`config.mk`:
```
export PLATFORM = sky130hd
export DESIGN_NAME = reaction_bot
export DESIGN_NICKNAME = d
export VERILOG_FILES = /design/src/rtl/reaction_bot.sv
export SDC_FILE = /design/constraint.sdc
export NUM_CORES = 1
export LEC_CHECK = 0
export CORE_UTILIZATION = 61
export CTS_CLUSTER_DIAMETER = 100
export CTS_CLUSTER_SIZE = 8
export DETAILED_ROUTE_END_ITERATION = 12
export PLACE_DENSITY = 0.82
export SETUP_SLACK_MARGIN = 0.2
export SKIP_LAST_GASP = 1
export SYNTH_ARGS = -nofsm -noshare
export SYNTH_HDL_FRONTEND = slang
export SYNTH_SLANG_ARGS = --single-unit
```
`constraint.sdc`:
```
create_clock -name CLK_10MHZ -period 8.8 [get_ports CLK_10MHZ]
set_input_delay 2.2 -clock CLK_10MHZ [delete_from_list [all_inputs] [get_ports CLK_10MHZ]]
set_output_delay 2.2 -clock CLK_10MHZ [all_outputs]
set_load 0.03 [all_outputs]
```
`src/rtl/reaction_bot.sv`:
```
// reaction_bot: automated responder for the reaction timer game.
// Watches the LED stimulus. When exactly one LED is lit, it waits the programmed
// delay, then raises the matching switch. It reports the measured light-to-clear time.
module reaction_bot #(
   parameter int unsigned CLK_PER_MS = 10000,
   parameter int unsigned TIMEOUT_MS = 1000,
   parameter int unsigned MS_W       = 14
) (
   input  logic            CLK_10MHZ,
   input  logic            rst,
   input  logic            enable,
   input  logic [MS_W-1:0] delay_ms,
   input  logic [9:0]      LEDR,
   output logic [9:0]      SW,
   output logic            resp_valid,
   output logic [MS_W-1:0] measured_ms,
   output logic            err
);

   localparam int unsigned PW = (CLK_PER_MS > 1) ? $clog2(CLK_PER_MS) : 1;
   localparam logic [PW-1:0]   PRESC_TC = PW'(CLK_PER_MS - 1);
   localparam logic [MS_W-1:0] MS_MAX   = '1;
   localparam logic [MS_W-1:0] TIMEOUT  = MS_W'(TIMEOUT_MS);

   typedef enum logic [2:0] {
      IDLE    = 3'd0,
      ARMED   = 3'd1,
      WAIT    = 3'd2,
      PRESS   = 3'd3,
      RELEASE = 3'd4,
      DRAIN   = 3'd5
   } state_t;

   state_t          state;
   logic [9:0]      led_meta;
   logic [9:0]      led_sync;
   logic [PW-1:0]   presc;
   logic [MS_W-1:0] ms_wait;
   logic [MS_W-1:0] ms_meas;
   logic [MS_W-1:0] delay_lat;
   logic [3:0]      idx_lat;

   logic            ms_tick;
   logic            led_any;
   logic            led_one;
   logic [3:0]      led_idx;

   function automatic logic [MS_W-1:0] sat_inc(input logic [MS_W-1:0] v);
      return (v == MS_MAX) ? v : v + MS_W'(1);
   endfunction

   // Two-flop synchronizer for the asynchronous LED stimulus.
   always_ff @(posedge CLK_10MHZ or posedge rst) begin
      if (rst) begin
         led_meta <= '0;
         led_sync <= '0;
      end else begin
         led_meta <= LEDR;
         led_sync <= led_meta;
      end
   end

   // Decode the synchronized LEDs: any lit, exactly one lit, and which one.
   always_comb begin
      ms_tick = (presc == PRESC_TC);
      led_any = |led_sync;
      led_one = led_any && ((led_sync & (led_sync - 10'd1)) == 10'd0);
      led_idx = 4'd0;
      for (int i = 0; i < 10; i++) begin
         if (led_sync[i]) led_idx = 4'(i);
      end
   end

   // Control FSM with prescaler, ms counters and registered outputs.
   always_ff @(posedge CLK_10MHZ or posedge rst) begin
      if (rst) begin
         state       <= IDLE;
         presc       <= '0;
         ms_wait     <= '0;
         ms_meas     <= '0;
         delay_lat   <= '0;
         idx_lat     <= '0;
         SW          <= '0;
         resp_valid  <= 1'b0;
         measured_ms <= '0;
         err         <= 1'b0;
      end else begin
         resp_valid <= 1'b0;
         presc      <= ms_tick ? '0 : presc + PW'(1);
         if (!enable) begin
            state <= IDLE;
            SW    <= '0;
            err   <= 1'b0;
         end else begin
            case (state)
               IDLE: begin
                  SW    <= '0;
                  state <= ARMED;
               end
               ARMED: begin
                  SW <= '0;
                  if (led_one) begin
                     // Restart the prescaler so the delay is an exact multiple of ms.
                     idx_lat   <= led_idx;
                     delay_lat <= delay_ms;
                     presc     <= '0;
                     ms_wait   <= '0;
                     ms_meas   <= '0;
                     state     <= WAIT;
                  end else if (led_any) begin
                     err <= 1'b1;
                  end
               end
               WAIT: begin
                  if (!led_any) begin
                     state <= ARMED;
                  end else if (ms_wait == delay_lat) begin
                     SW      <= 10'd1 << idx_lat;
                     ms_wait <= '0;
                     if (ms_tick) ms_meas <= sat_inc(ms_meas);
                     state   <= PRESS;
                  end else if (ms_tick) begin
                     ms_wait <= sat_inc(ms_wait);
                     ms_meas <= sat_inc(ms_meas);
                  end
               end
               PRESS: begin
                  if (!led_any) begin
                     SW          <= '0;
                     resp_valid  <= 1'b1;
                     measured_ms <= ms_meas;
                     state       <= RELEASE;
                  end else if (ms_wait >= TIMEOUT) begin
                     // Give up; wait for the game to clear before re-arming.
                     SW    <= '0;
                     err   <= 1'b1;
                     state <= DRAIN;
                  end else if (ms_tick) begin
                     ms_wait <= sat_inc(ms_wait);
                     ms_meas <= sat_inc(ms_meas);
                  end
               end
               RELEASE: begin
                  SW    <= '0;
                  state <= ARMED;
               end
               DRAIN: begin
                  SW <= '0;
                  if (!led_any) state <= ARMED;
               end
               default: begin
                  SW    <= '0;
                  state <= IDLE;
               end
            endcase
         end
      end
   end

endmodule

```
==> metrics.txt <==
status finished clean; biggest cell delay along the critical path 0.59 ns; core area 0.00822 sq mm; pwr dens 204 mW/mm^2; FMAX 231 MHz; Clock transition at path regs 0.10 ns; Mapped Nets 525; CTS sink cnt 109; post-CTS resize count 0; TNS Setup 0 ns; top cell type's share of synthesized area 52.8%; Post CTS Setup Buffer Count 0; CTS H-tree lvls 3; register area 0.00273 sq mm; Worst path most repeated cell nand2_1; Placer Congestion 0.854; main area contributors after synthesis dfrtp_1 (53%), mux2_2 (8.1%), nor2_1 (4.1%), xor2_1 (3.0%), nand2_1 (2.9%); CP max FO 18; Overflow after GRT 0; crit share post-route 49.2%; asr flop ratio synth 100%; Final Setup Violations 0; DR vias/cell 6.06; crit path time final 4.33 ns; highest metal used met4; sequential share of the synthesized area 52.8%; Multi-input gate area 0.00231 sq mm; Port Buffers 52; Cell Chain, Critical Path clkdlybuf4s50_1, nand2b_1, a211o_1, nand2_1, nand2_1, clkinv_1, a22oi_1; startpoint types input port; routed length per instance 16.2 um; synth warn 0; RSZ-0062 raised after global routing no; Synth Register Bits 109; vias in the first global route 3,589; Worst Setup End Kind register; Area Overhead vs Synth 15.3%; Fin Hold WS 0.353 ns; EDFF count, synth 0; hold_buf cts 0; Slew @ Worst Pin 1.03 ns; Die H 94.1 um; Initial Utilization 62.9%; Top Ports 53; Crit Path Category input port to register; FP Rows 33; worst min path class register to register; Fillers 594; Slew Limit Fails 0; drc violations 0; worst path arrival time 4.60 ns; layout cells sized above 1 12.0%; final hold violation count 0; initial drt markers 415; synthesized cell area 0.00517 sq mm; total routed wirelength 10,600 um; CTS Buffer Depth 2; first-pass GRT wire length 17,200 um; # diodes 0; Synth cell types 58; Met3 Wirelength 495 um; clk_skew 0.0187 ns; DRT Pass-1 Iters 5; Clock Latency Late Sink 0.38 ns; CTS Buf Count 9; Syn Inst Count 494; All-Layer GR Usage 25.3%; dpl hpwl 7470 um; CTS tree yes; Worst Path Required 9.08 ns; antenna-violating nets left 0; commonest cells after routing, fill and taps aside dfrtp_1 (109), nor2_1 (56), clkdlybuf4s50_1 (52); Max-cap violations 0; top cell type by total area after synthesis dfrtp_1; Via Count 3,956; initial antenna violation count 0; routed length on met1 4800 um; fin nets 574; area of the die 0.00885 sq mm; largest net degree at the start of global routing 87; most common cell after layout, fill and taps aside dfrtp_1; Slew headroom 31.1%; VDD IR max 0.161 mV; DIE WIDTH 94.1 um; LEAKAGE 2.68 nW; Top FF cell, synth dfrtp_1; Slowest cell on crit path clkinv_1; clock root buffer clkbuf_8; Avg Inst Size Synth 10.5 sq um; metal2 WL 5080 um
-- per-stage QoR --
stage	setup WS (ns)	util [%]	total power, mW	instances	instance area, sq um
2_1_floorplan	3.73	-	0.849	494	5170
3_3_place_gp	4.29	70.3	0.922	637	5770
3_5_place_dp	4.15	70.3	0.935	637	5770
4_1_cts	4.52	72.5	1.22	653	5960
5_1_grt	4.30	72.5	1.28	653	5960
6_report	4.47	72.5	1.22	653	5960
-- sequential cells by signal, summed over array words and instances (netlist names) --
register / flops
delay_lat: 14
measured_ms: 14
ms_meas: 14
ms_wait: 14
presc: 14
SW: 10
led_meta: 10
led_sync: 10
idx_lat: 4
state: 3
err: 1
resp_valid: 1
-- power breakdown --
part | internal (mW) | switching, mW
combinational | 0.121 | 0.179
sequential | 0.555 | 0.0766
clock | 0.122 | 0.164
-- cell families after synthesis --
kind of cell	synth area share, %
AND/OR/NAND/NOR	17.8
multiplexers	8.25
flip-flops	52.8
AO/OA/AOI/OAI	13.0
adder cells (fa/ha/maj)	1.16
XOR/XNOR	4.57
buffers and inverters	2.49
-- cell type report --
cell class | instances | area share [%]
Clock buffer | 13 | 2.67
Clock inverter | 3 | 0.441
Inverter | 17 | 1.11
Multi-Input combinational cell | 352 | 38.8
Sequential cell | 109 | 45.8
Tap cell | 105 | 2.20
Timing Repair Buffer | 54 | 8.99
-- final timing paths --
| kind | startpoint | to | slack (ns) | cells after the start |
|---|---|---|---|---|
| max in group asynchronous | rst | ms_wait[13] | 5.38 | 3 |
| min | led_meta[9] | led_sync[9] | 0.35 | 0 |
| max reg2reg | ms_wait[8] | ms_wait[4] | 5.73 | 7 |
| min in group asynchronous | rst | presc[3] | 2.12 | 2 |
| min reg2reg | led_meta[9] | led_sync[9] | 0.35 | 0 |
| max | enable | ms_wait[4] | 4.47 | 7 |
-- per-layer routing --
metal  global-route usage [%]  vias to the layer above
met2                     40.0                      147
met4                     9.62                        0
li1                         -                     1878
met1                     35.7                     1912
met3                     3.07                       19
met5                        0                        -
-- synth_stat cells, types with 5 or more instances --
cell	n
a21oi_1	15
a31oi_1	15
and3_1	7
clkbuf_1	11
dfrtp_1	109
inv_1	16
mux2_2	37
nand2_1	40
nand2b_1	6
nand3_1	19
nand4_1	13
nor2_1	56
nor3_1	19
nor4_1	8
o211a_1	5
o21ai_0	20
or3_1	5
xnor2_1	9
xor2_1	18
-- worst max-delay path: cells and delay by family --
family / cells / cell delay, ns
AOI/OAI and AO/OA: 2 / 0.55
buffers and inverters: 2 / 1.16
and+or+nand+nor: 3 / 0.69
Power figures use the tool's default switching activity.
